--- src/rtl/jk_ff_bank.sv ---
// Bank of WIDTH flip-flop cells with run-time JK/D/T/SR mode, parallel load,
// change detection, a sticky SR-illegal flag and a saturating change counter.
module jk_ff_bank #(
    parameter int               WIDTH     = 8,
    parameter logic [WIDTH-1:0] RESET_VAL = {WIDTH{1'b0}},
    parameter int               CNT_W     = 8
) (
    input  logic             clk,
    input  logic             rst_n,
    input  logic             en,
    input  logic [1:0]       mode,
    input  logic [WIDTH-1:0] j,
    input  logic [WIDTH-1:0] k,
    input  logic             load,
    input  logic [WIDTH-1:0] load_data,
    input  logic             err_clr,
    input  logic             cnt_clr,
    output logic [WIDTH-1:0] q,
    output logic [WIDTH-1:0] qn,
    output logic             changed,
    output logic             sr_err,
    output logic [CNT_W-1:0] chg_cnt
);

    localparam logic [1:0] MODE_JK = 2'b00;
    localparam logic [1:0] MODE_D  = 2'b01;
    localparam logic [1:0] MODE_T  = 2'b10;
    localparam logic [1:0] MODE_SR = 2'b11;

    localparam logic [CNT_W-1:0] CNT_MAX = {CNT_W{1'b1}};

    logic [WIDTH-1:0] q_next;
    logic             sr_illegal;
    logic             change;

    always_comb begin
        q_next     = q;
        sr_illegal = 1'b0;
        if (load) begin
            q_next = load_data;
        end else if (en) begin
            case (mode)
                MODE_JK: begin
                    for (int i = 0; i < WIDTH; i++) begin
                        case ({j[i], k[i]})
                            2'b01:   q_next[i] = 1'b0;
                            2'b10:   q_next[i] = 1'b1;
                            2'b11:   q_next[i] = ~q[i];
                            default: q_next[i] = q[i];
                        endcase
                    end
                end
                MODE_D: q_next = j;
                MODE_T: q_next = q ^ j;
                MODE_SR: begin
                    // An illegal S=R=1 bit holds; the remaining bits still update.
                    for (int i = 0; i < WIDTH; i++) begin
                        case ({j[i], k[i]})
                            2'b01:   q_next[i] = 1'b0;
                            2'b10:   q_next[i] = 1'b1;
                            default: q_next[i] = q[i];
                        endcase
                    end
                    sr_illegal = |(j & k);
                end
                default: q_next = q;
            endcase
        end
    end

    assign change = (q_next != q);
    assign qn     = ~q;

    always_ff @(posedge clk or negedge rst_n) begin
        if (!rst_n) begin
            q       <= RESET_VAL;
            changed <= 1'b0;
            sr_err  <= 1'b0;
            chg_cnt <= '0;
        end else begin
            q       <= q_next;
            changed <= change;
            // A new illegal combination wins over a simultaneous clear.
            if (sr_illegal) begin
                sr_err <= 1'b1;
            end else if (err_clr) begin
                sr_err <= 1'b0;
            end
            if (cnt_clr) begin
                chg_cnt <= '0;
            end else if (change && (chg_cnt != CNT_MAX)) begin
                chg_cnt <= chg_cnt + 1'b1;
            end
        end
    end

endmodule

--- config.mk ---
export PLATFORM = sky130hd
export DESIGN_NAME = jk_ff_bank
export DESIGN_NICKNAME = d
export VERILOG_FILES = /design/src/rtl/jk_ff_bank.sv
export SDC_FILE = /design/constraint.sdc
export NUM_CORES = 1
export LEC_CHECK = 0
export BUFFER_PORTS_ARGS = -buffer_cell sky130_fd_sc_hd__buf_2
export CORE_ASPECT_RATIO = 1.5
export CORE_UTILIZATION = 25
export CTS_CLUSTER_SIZE = 20
export DETAILED_ROUTE_END_ITERATION = 10
export PLACE_DENSITY = 0.41
export SLEW_MARGIN = 20
export SYNTH_ARGS = -nofsm -noshare
export SYNTH_HDL_FRONTEND = slang
export SYNTH_SLANG_ARGS = --single-unit
--- constraint.sdc ---
create_clock -name clk -period 4.3 [get_ports clk]
set_clock_uncertainty 0.15 [all_clocks]
set_input_delay 0.43 -clock clk [delete_from_list [all_inputs] [get_ports clk]]
set_output_delay 0.43 -clock clk [all_outputs]
set_load 0.02 [all_outputs]
Word-level counts from Yosys, hierarchy flattened
Cells that the tools add are included.
{"block": "totals", "word_cells": 76, "output_inout_bits": 26, "in_bits": 32, "regBits": 18}
{"block": "op_classes", "n_eq_ne": 29, "n_mux": 26, "reduce_logical": 5, "bitwise": 11, "addsub": 1}
{"cell": "$eq A2 B2 Y1 const B", "n": 18}
{"cell": "$mux W8", "n": 4}
{"cell": "$pmux W8 S4", "n": 1}
{"cell": "$pmux W1 S3", "n": 8}
{"cell": "$eq A2 B1 Y1 const B", "n": 9}
{"cell": "$pmux W1 S2", "n": 8}
{"cell": "$add A8 B1 Y8 const B", "n": 1}
{"cell": "$and A8 B8 Y8", "n": 1}
{"cell": "$ne A8 B8 Y1", "n": 1}
{"cell": "$ne A8 B8 Y1 const B", "n": 1}
{"cell": "$not A1 Y1", "n": 8}
{"cell": "$not A8 Y8", "n": 1}
{"cell": "$reduce_or A8 Y1", "n": 1}
{"cell": "$xor A8 B8 Y8", "n": 1}
{"cell": "$mux W1", "n": 5}
{"cell": "$reduce_bool A2 Y1", "n": 2}
{"cell": "$logic_not A2 Y1", "n": 1}
{"cell": "$logic_and A1 B1 Y1", "n": 1}

Logic depth before layout (Yosys ltp)
Gate-level depths: netlist (run 1).
{"block": "logic_depth", "ltp_word": 9, "mapped_depth": 10, "ltp_nobuf": 10}

Least setup slack after synthesis (run 1)
No wires, ideal clock.
{"block": "synth_timing", "path_kind": "input port to flip-flop", "start": "input port k[5]", "end": "register chg_cnt[3]", "setup_time_ns": 0.078, "required_ns": 4.072, "stages": 10, "n_path_buf": 0, "t_arrival_ns": 2.275, "path_slack_ns": 1.797, "cell_sequence": "inv_1 ha_1 mux2_2 a31oi_1 o221ai_1 a41o_1 nand3_1 o21ai_4 or3_1 a21oi_1"}
{"block": "synth_between", "elab_chain_cells": 8, "elab_cells_between_ends": 11, "cone_classes": "eq/ne: 4; mux: 5; reduce/logical: 2"}
{"item": "start: declaration", "line": "13", "source": "input logic [WIDTH-1:0] k,"}
{"item": "$eq A2 B2 Y1, or another cell as far along", "line": "45", "source": "case ({j[i], k[i]})"}
{"item": "$pmux W1 S3 or $pmux W1 S2 (tied branches)", "line": "45, 58"}
{"item": "$pmux W8 S4 *", "line": "42", "source": "case (mode)"}
{"item": "$mux W8 *", "line": "41", "source": "end else if (en) begin"}
{"item": "$mux W8 *", "line": "39", "source": "if (load) begin"}
{"item": "$ne A8 B8 Y1 *", "line": "71", "source": "assign change = (q_next != q);"}
{"item": "$logic_and A1 B1 Y1 *", "line": "91", "source": "end else if (change && (chg_cnt != CNT_MAX)) begin"}
{"item": "$reduce_bool A2 Y1 (no line) *"}
{"item": "end signal: assignment", "line": "92", "source": "chg_cnt <= chg_cnt + 1'b1;"}
{"item": "end: declaration", "line": "22", "source": "output logic [CNT_W-1:0] chg_cnt"}
Mark *: on every way between the ends. The rest lies on a longest branch, timed or not.
A chain may end at the register's enable or synchronous reset.

Worst setup path in the final report (run 1)
{"block": "layout_timing", "start": "input port mode[1]", "end": "register chg_cnt[7]"}
{"block": "layout_between", "elab_chain_cells": 7, "elab_cells_between_ends": 10, "cone_classes": "eq/ne: 4; mux: 3; reduce/logical: 3"}
{"item": "start: declaration", "line": "11", "source": "input logic [1:0] mode,"}
{"item": "$eq A2 B2 Y1, or another cell as far along", "line": "42"}
{"item": "$pmux W8 S4 *", "line": "42"}
{"item": "$mux W8 *", "line": "41"}
{"item": "$mux W8 *", "line": "39"}
{"item": "$ne A8 B8 Y1 *", "line": "71"}
{"item": "$logic_and A1 B1 Y1 *", "line": "91"}
{"item": "$reduce_bool A2 Y1 (no line) *"}
Marked as above.

==> metrics.md, run 1 <==
| Metric | Value |
|---|---|
| Core Rows | 39 |
| Largest family of logic cells by synthesized area | compound AO/OA/AOI/OAI gates |
| Power Internal | 418 µW |
| Dpl ws | 1.32 ns |
| Initial Util | 26.2% |
| Leak | 1.15 nW |
| DIE HEIGHT | 112 µm |
| Antenna violations before repair | 0 |
| Ant diodes | 0 |
| Switching power | 224 µW |
| Post-Synth Adder-Cell Area | 10.5% |
| Mean Syn Cell Area | 7.95 µm² |
| Vias in the first global route | 1909 |
| Fin util | 31.6% |
| Initial detailed-routing violation count | 104 |
| Worst-path maximum fanout | 38 |
| DIE AREA | 0.00844 mm² |
| Maximum clock insertion buffer count | 2 |
| Syn Inst Count | 254 |
| Setup-failing EPs final | 0 |
| Maximum clock rate | 363 MHz |
| Worst vdd rail ir drop | 0.226 mV |
| Switching share of power | 34.9% |
| Mux contribution to synthesized area | 7.50% |
| Overall routed net length | 5900 µm |
| Slew @ Worst Pin | 0.683 ns |
| DR vias | 1980 |
| Crit Path Class | input port to flip-flop |
| Nets | 350 |
| Final Hold Vio Count | 0 |
| Headroom to the max-slew limit | 54.5% |
| Period utilization | 64.1% |
| Synth warnings | 0 |
| Pin count of the biggest net entering global routing | 39 |
| Final ANT Viol Nets | 0 |
| Yosys cell types | 53 |
| DR pass1 iterations | 4 |
| Total core area | 0.00771 mm² |
| Clock root buffer | clkbuf_16 |
| Layout cells sized above 1 | 23.0% |
| Ys flop type | dfrtp_1 |
| Design area | 0.00244 mm² |
| First-pass GRT wire length | 9320 µm |
| Min Tclk post-route | 2.76 ns |
| Area after DPL | 0.00234 mm² |
| Type of the worst min-delay path | input port to flip-flop |
| Buffers on Ports | 57 |
| Status | finished, final reports clean |
| Simple-Gate Fraction of Synth Area | 21.5% |
| Grt ovf | 0 |
| Total CTS buffers | 3 |
| Combinational power share | 36.4% |
| Count leader, synth | inv_1 |
| Power density cells | 263 mW/mm² |
| Sequential element share of the synthesized area | 22.3% |
| Flops & latches, synth | 18 |
| Largest area contributor in the netlist | dfrtp_1 |
| Post-synthesis xor/xnor area fraction | 5.21% |
| Die Wd | 75.4 µm |
| Clock sinks | 18 |
| Layout area overhead | 20.7% |
| Critical Path AT | 2.77 ns |
| Fillers | 891 |
| EDFF count, synth | 0 |
| Final Wtd Congestion | 0.762 |
| MaxCap Viol Count | 0 |
| Clock slew at reported path FFs | 0.05 ns |
| Yosys top cell area share | 22.3% |
| Vias per Instance | 4.93 |
| Worst setup margin | 1.54 ns |
| Final count of pins violating max slew | 0 |
| Startpoint Class | input port |
| Compound-Gate Fraction of Synth Area | 24.6% |
| Syn nets | 303 |
| WP data required | 4.31 ns |
| Htree depth | 1 |
| Clk Latency, worst-skew pair | 0.24 ns |
| CTS tree | built |
| Setup_tns | 0 ns |
| Reg power frac | 32.4% |
| DRC | 0 |
| Mapped cell area | 0.00202 mm² |
| GRT Util Overall | 14.2% |
| Synth cell count leaders | inv_1, dfrtp_1, nand2_1, o21ai_0 |
| Synth area leaders | dfrtp_1, ha_1, mux2i_1, o21ai_0, xnor2_1 |
| Number of setup buffers added after CTS | 0 |
| WL per Instance | 14.7 µm |
| Clock network fraction of design power | 31.2% |
| Dpl hpwl | 4710 µm |
| WHS | 0.232 ns |
| Unrepaired setup endpoints after global routing | false |
| Async S/R FF share, synth | 100% |
| Setup crit end kind | flip-flop |
| I/O pin cnt | 58 |
-- sequential cells by signal, summed over array words and instances (netlist names) --
register and flops:
q 8, changed 1, sr_err 1, chg_cnt 8
-- stage by stage --
stage               instances  total power, mW
floorplan                 254            0.368
global placement          397            0.448
detailed placement        397            0.446
CTS                       402            0.656
global route              402            0.687
finish                    402            0.642
-- cell type report --
type / instances / area (µm²) / area share [%]
Clock buffer: 4 / 88.8 / 3.65
Timing Repair Buffer: 58 / 295 / 12.1
Tap cell: 102 / 128 / 5.24
Sequential cell: 18 / 450 / 18.5
Inverter: 20 / 75.1 / 3.08
Multi-Input combinational cell: 200 / 1400 / 57.4
-- critical path, cell delays in order --
cell     delay, ns
buf_2         0.52
nand2_2       0.26
nor3b_1       0.33
o31ai_1       0.14
a41o_1        0.25
nand3_1       0.17
o21ai_4       0.12
or3_1         0.37
a21oi_1       0.17
-- logic make-up after synthesis --
| kind of cell | Yosys count |
|---|---|
| flops | 18 |
| fa+ha+maj | 17 |
| xor+xnor | 12 |
| compound gates | 72 |
| buf+inv | 36 |
| mux | 15 |
| simple gates | 84 |
-- layer usage --
layer  part of all wire [%]  track usage (%)  vias up
met5                      0                0        -
met4                   0.53             2.59        0
met3                    3.1             1.17        2
met2                     54             26.7       34
met1                     43             17.2      937
li1                       -                -     1007
-- cells in the final DEF, fill, tap and decap left out, types with 5 or more instances in the layout --
master	n
ha_1	17
a21oi_1	17
nand2_1	18
o21ai_0	18
dfrtp_1	18
xnor2_1	10
or3_1	7
mux2i_1	14
inv_1	19
buf_2	57
o31ai_1	5
nor2_1	17
nor3_1	10
a31oi_1	8
nand2b_1	5
o211ai_1	5
-- worst paths after layout --
check	end	startpoint	depth (start not counted)	slack, ns
setup / recovery	chg_cnt[7]	mode[1]	9	1.54
hold / removal	sr_err	err_clr	2	0.23
setup reg to reg	chg_cnt[7]	q[5]	8	1.83
hold reg to reg	sr_err	sr_err	2	0.39
max in group asynchronous	q[3]	rst_n	2	3.21
min in group asynchronous	chg_cnt[5]	rst_n	2	0.50
-- power by group through the flow --
| stage | Combinational (mW) | Sequential (mW) | Clock, mW |
|---|---|---|---|
| after global routing | 0.260 | 0.211 | 0.217 |
| after global placement | 0.237 | 0.211 | 0 |
| after detailed placement | 0.235 | 0.210 | 0 |
| final | 0.233 | 0.208 | 0.200 |
| after floorplan | 0.153 | 0.215 | 0 |
| after CTS | 0.237 | 0.208 | 0.212 |
-- repair_timing --
item / CTS / global route
hold buffers: 1 / 0
gates resized for setup: 0 / 0
endpoints found under the hold margin: 18 / 0
Power figures use the tool's default switching activity.
==> inputs of run 2 (changes only) <==
==> constraint.sdc (replaced) <==
create_clock -name clk -period 2.7 [get_ports clk]
set_clock_uncertainty 0.15 [all_clocks]
set_input_delay 0.27 -clock clk [delete_from_list [all_inputs] [get_ports clk]]
set_output_delay 0.27 -clock clk [all_outputs]
set_load 0.02 [all_outputs]
==> metrics.md, run 2 (synthesis results as in run 1) <==
| Metric | Value |
|---|---|
| Status | finished, final reports clean |
| I/O pin cnt | 58 |
| Dpl hpwl | 4920 µm |
| Grt ovf | 0 |
| Die Wd | 75.4 µm |
| Startpoint Class | input port |
| Layout area overhead | 25.5% |
| WL per Instance | 14.5 µm |
| Fin util | 32.8% |
| Ant diodes | 0 |
| Overall routed net length | 6010 µm |
| Maximum clock insertion buffer count | 2 |
| Regs by FF count | chg_cnt x8, q x8 |
| Crit Path Class | input port to flip-flop |
| Design area | 0.00253 mm² |
| Min Tclk post-route | 2.39 ns |
| GRT met3 Usage | 1.71% |
| Clock sinks | 18 |
| Final count of pins violating max slew | 0 |
| Layout cells sized above 1 | 26.0% |
| Dpl ws | 0.0458 ns |
| Fillers | 865 |
| Period utilization | 88.7% |
| DIE HEIGHT | 112 µm |
| Hold_buf cts | 1 |
| Most common cell after layout, fill and taps aside | buf_2 |
| Slew @ Worst Pin | 0.428 ns |
| DR vias | 2029 |
| Critical Path AT | 2.41 ns |
| Pin count of the biggest net entering global routing | 31 |
| Nets | 363 |
| WHS | 0.0671 ns |
| Total CTS buffers | 3 |
| Antenna violations before repair | 0 |
| CP Cell Sequence | buf_2, inv_1, ha_1, mux2_2, a31oi_1, o221ai_1, a41o_1, nand3_1, o21ai_4, or3_1, a21oi_1 |
| Setup crit end kind | flip-flop |
| Setup-failing EPs final | 0 |
| Type of the worst min-delay path | input port to flip-flop |
| Power density cells | 401 mW/mm² |
| GRT Util Overall | 15.0% |
| Core Rows | 39 |
| Multi-input combinational cell area | 0.00140 mm² |
| Clk Latency, worst-skew pair | 0.24 ns |
| GR Layer Usage met1 | 18.2% |
| Clock root buffer | clkbuf_16 |
| Headroom to the max-slew limit | 71.5% |
| Initial Util | 26.2% |
| Final Wtd Congestion | 0.730 |
| Number of setup buffers added after CTS | 0 |
| Final ANT Viol Nets | 0 |
| Worst setup margin | 0.306 ns |
| Area after DPL | 0.00245 mm² |
| First-pass GRT wire length | 9630 µm |
| WP data required | 2.72 ns |
| Maximum clock rate | 418 MHz |
| MaxCap Viol Count | 0 |
| Commonest cells after routing, fill and taps aside | buf_2, inv_1, nand2_1, o21ai_0, dfrtp_1 |
| Final Hold Vio Count | 0 |
| DR pass1 iterations | 4 |
| Leak | 1.21 nW |
| Htree depth | 1 |
| Initial detailed-routing violation count | 75 |
| DRC | 0 |
| DIE AREA | 0.00844 mm² |
| Unrepaired setup endpoints after global routing | false |
| Clock slew at reported path FFs | 0.05 ns |
| Worst vdd rail ir drop | 0.308 mV |
| Register area | 450 µm² |
| Worst-path maximum fanout | 10 |
| Most used routing layer | met2 |
| Buffers on Ports | 57 |
| Crit path max-delay cell type | or3_1 |
| Vias per Instance | 4.90 |
| Total core area | 0.00771 mm² |
| Critical Path Max Stage Delay | 0.36 ns |
| Post-CTS sizing | 0 |
| Setup_tns | 0 ns |
| Vias in the first global route | 1948 |
| CTS tree | built |
| Met2 GRT Util | 26.8% |
==> run 2: changes by cell type in the layout (fill, tap and decap cells not counted) <==
cell      before  now
buf_12         0    1
buf_4          0   12
clkbuf_8       1    0
==> run 2: critical path, delay by kind of cell <==
family,cells,cell delay (ns)
AO/OA/AOI/OAI,5,0.85
adder cells (fa/ha/maj),1,0.28
buffers and inverters,2,0.15
multiplexers,1,0.34
AND/OR/NAND/NOR,2,0.53
==> run 2: layout make-up <==
class | count | area share, %
clock buffers | 3 | 2.96
inverters | 20 | 2.96
multi-input cells | 200 | 55.2
flip-flops and latches | 18 | 17.8
well taps | 102 | 5.04
repair buffers | 71 | 16.0
==> run 2: path summary, 6_finish.rpt <==
kind,to,from,depth (start not counted),slack [ns]
worst min register to register,sr_err,sr_err,2,0.40
worst max register to register,chg_cnt[7],q[5],8,0.33
max in group asynchronous,q[1],rst_n,2,1.75
worst min-delay path,sr_err,err_clr,2,0.07
min in group asynchronous,q[2],rst_n,2,0.35
worst max-delay path,chg_cnt[7],k[5],11,0.31
==> run 2: metal layers <==
metal,vias to the layer above,part of all wire [%]
met2,45,52
met4,0,1.8
met3,6,3.3
met1,955,43
li1,1023,-
met5,-,0
==> run 2: power by group <==
part	total (mW)	switching [mW]	leakage [nW]	internal, mW
combinational	0.397	0.230	0.947	0.168
sequential	0.329	0.0384	0.230	0.291
clock	0.288	0.0936	0.0370	0.195
==> run 2: through the flow <==
step	instances	power, mW
after floorplan	254	0.586
after global placement	410	0.736
after detailed placement	410	0.735
after CTS	414	1.03
after global routing	414	1.09
final	414	1.01
==> inputs of run 3 (changes only) <==
--- a/config.mk
+++ b/config.mk
@@ -5,12 +5,13 @@
 export SDC_FILE = /design/constraint.sdc
 export NUM_CORES = 1
 export LEC_CHECK = 0
+export ABC_AREA = 1
 export BUFFER_PORTS_ARGS = -buffer_cell sky130_fd_sc_hd__buf_2
 export CORE_ASPECT_RATIO = 1.5
 export CORE_UTILIZATION = 25
 export CTS_CLUSTER_SIZE = 20
 export DETAILED_ROUTE_END_ITERATION = 10
-export PLACE_DENSITY = 0.41
+export PLACE_DENSITY = 0.42
 export SLEW_MARGIN = 20
 export SYNTH_ARGS = -nofsm -noshare
 export SYNTH_HDL_FRONTEND = slang
==> metrics.md, run 3 <==
| Metric | Value |
|---|---|
| Mean Syn Cell Area | 6.41 µm² |
| Die Wd | 73.9 µm |
| Power density cells | 400 mW/mm² |
| Regs by FF count | chg_cnt x8, q x8 |
| Async S/R FF share, synth | 100% |
| Grt ovf | 0 |
| Synth area leaders | dfrtp_1, nand2_1, ha_1, inv_1, nand3_1 |
| Unrepaired setup endpoints after global routing | false |
| GRT Util Overall | 16.0% |
| Fillers | 852 |
| Number of setup buffers added after CTS | 0 |
| Worst vdd rail ir drop | 0.159 mV |
| EDFF count, synth | 0 |
| Most common cell after layout, fill and taps aside | nand2_1 |
| First-pass GRT wire length | 9830 µm |
| Setup-failing EPs final | 0 |
| MaxCap Viol Count | 0 |
| Post-CTS sizing | 0 |
| CP Cell Sequence | inv_1, nand2_1, a21oi_1, nor2_1, nand2_1, nand2_1, nand2_1, nand2_1, nand2_1, nand2_1, nor2_2, nand2_4, nand2_8, nand3_2, nand2_1 |
| Clock sinks | 18 |
| Setup crit end kind | flip-flop |
| Initial Util | 25.6% |
| Fin util | 32.1% |
| WL per Instance | 12.7 µm |
| Vias in the first global route | 2053 |
| WP data required | 2.74 ns |
| DR vias | 2027 |
| Critical Path AT | 2.13 ns |
| Crit Path Class | flip-flop to flip-flop |
| Final Hold Vio Count | 0 |
| CTS tree | built |
| Final Wtd Congestion | 0.748 |
| Clock root buffer | clkbuf_16 |
| Layout area overhead | 25.4% |
| Ys flop type | dfrtp_1 |
| Worst setup margin | 0.612 ns |
| Final count of pins violating max slew | 0 |
| Total power | 971 µW |
| Syn nets | 351 |
| Overall routed net length | 5890 µm |
| Startpoint Class | flip-flop |
| Maximum clock insertion buffer count | 2 |
| Total CTS buffers | 3 |
| Multi-input combinational cell area | 0.00125 mm² |
| Final std cells w/o fill | 463 |
| Critical Path Max Stage Delay | 0.45 ns |
| Slew @ Worst Pin | 0.597 ns |
| Htree depth | 1 |
| Synth warnings | 0 |
| DIE AREA | 0.00811 mm² |
| Clock slew at reported path FFs | 0.06 ns |
| WHS | 0.0623 ns |
| CP most frequent cell | nand2_1 |
| Period utilization | 77.3% |
| Commonest cells after routing, fill and taps aside | nand2_1, buf_2, inv_1, nand3_1 |
| Status | finished, final reports clean |
| Vias per Instance | 4.38 |
| Buffers on Ports | 57 |
| Headroom to the max-slew limit | 60.2% |
| Sequential element share of the synthesized area | 23.3% |
| Leak | 1.43 nW |
| Syn Inst Count | 302 |
| Area after DPL | 0.00233 mm² |
| Flops & latches, synth | 18 |
| DRC | 0 |
| Maximum clock rate | 479 MHz |
| Pin count of the biggest net entering global routing | 19 |
| Initial detailed-routing violation count | 93 |
| Clk Latency, worst-skew pair | 0.25 ns |
| Count leader, synth | nand2_1 |
| I/O pin cnt | 58 |
| Dpl ws | 0.478 ns |
| Register area | 450 µm² |
| Crit path max-delay cell type | dfrtp_1 |
| DIE HEIGHT | 110 µm |
| Yosys cell types | 28 |
| DR pass1 iterations | 4 |
| Design area | 0.00243 mm² |
| Cells after DPL | 458 |
| Antenna violations before repair | 0 |
| Min Tclk post-route | 2.09 ns |
| Ant diodes | 0 |
| Core Rows | 39 |
| Yosys top cell area share | 23.3% |
| Setup_tns | 0 ns |
| Worst-path maximum fanout | 10 |
| Largest area contributor in the netlist | dfrtp_1 |
| Final ANT Viol Nets | 0 |
| Layout cells sized above 1 | 24.9% |
| Total core area | 0.00756 mm² |
| Type of the worst min-delay path | input port to flip-flop |
| Dpl hpwl | 4640 µm |
| Nets | 411 |
| Synth cell count leaders | nand2_1, inv_1, nand3_1 |
| Mapped cell area | 0.00194 mm² |
## run 3: worst paths after layout
kind	endpoint	from	cells past startpoint	slack, ns
max in group asynchronous	q[1]	rst_n	2	1.72
hold reg to reg	sr_err	sr_err	2	0.39
setup / recovery	chg_cnt[7]	q[1]	15	0.61
setup reg to reg	chg_cnt[7]	q[1]	15	0.61
hold / removal	sr_err	err_clr	2	0.06
min in group asynchronous	chg_cnt[2]	rst_n	2	0.35
## run 3: critical path, delay by kind of cell, from the launching register on
family | cells | cell delay, ns
simple gates | 13 | 1.12
flops | 1 | 0.45
buf+inv | 1 | 0.18
compound gates | 1 | 0.13
## run 3: per-layer routing
layer,up-vias,track usage (%),wire length [µm]
li1,1076,-,-
met1,900,18.8,2500
met2,46,30.5,3110
met3,5,1.65,233
met4,0,3.57,42
met5,-,0,0
## run 3: timing repair
item,4_1_cts,5_1_grt
endpoints found under the setup margin,0,0
endpoints found under the hold margin,18,0
hold buffers,1,0
## run 3: cell families (layout without fill, tap and decap cells)
logic type / after synthesis / count (layout) / synth area share [%]
adders and majority gates: 17 / 17 / 11.0
DFF: 18 / 18 / 23.3
buffers and inverters: 60 / 119 / 12.1
and+or+nand+nor: 172 / 172 / 43.2
AOI/OAI and AO/OA: 30 / 30 / 8.20
xor gates and xnor gates: 5 / 5 / 2.26
## run 3: area by class of cell
type | count | area share, %
sequential | 18 | 18.5
inverter | 57 | 8.86
clock buffer | 4 | 3.66
multi-input combinational | 224 | 51.5
tap | 102 | 5.26
timing repair buffer | 58 | 12.2
## run 3: power breakdown
group / internal (mW) / total, mW / leakage (nW) / switching, mW
Clock: 0.226 / 0.337 / 0.0442 / 0.111
Sequential: 0.287 / 0.315 / 0.223 / 0.0279
Combinational: 0.112 / 0.320 / 1.17 / 0.208
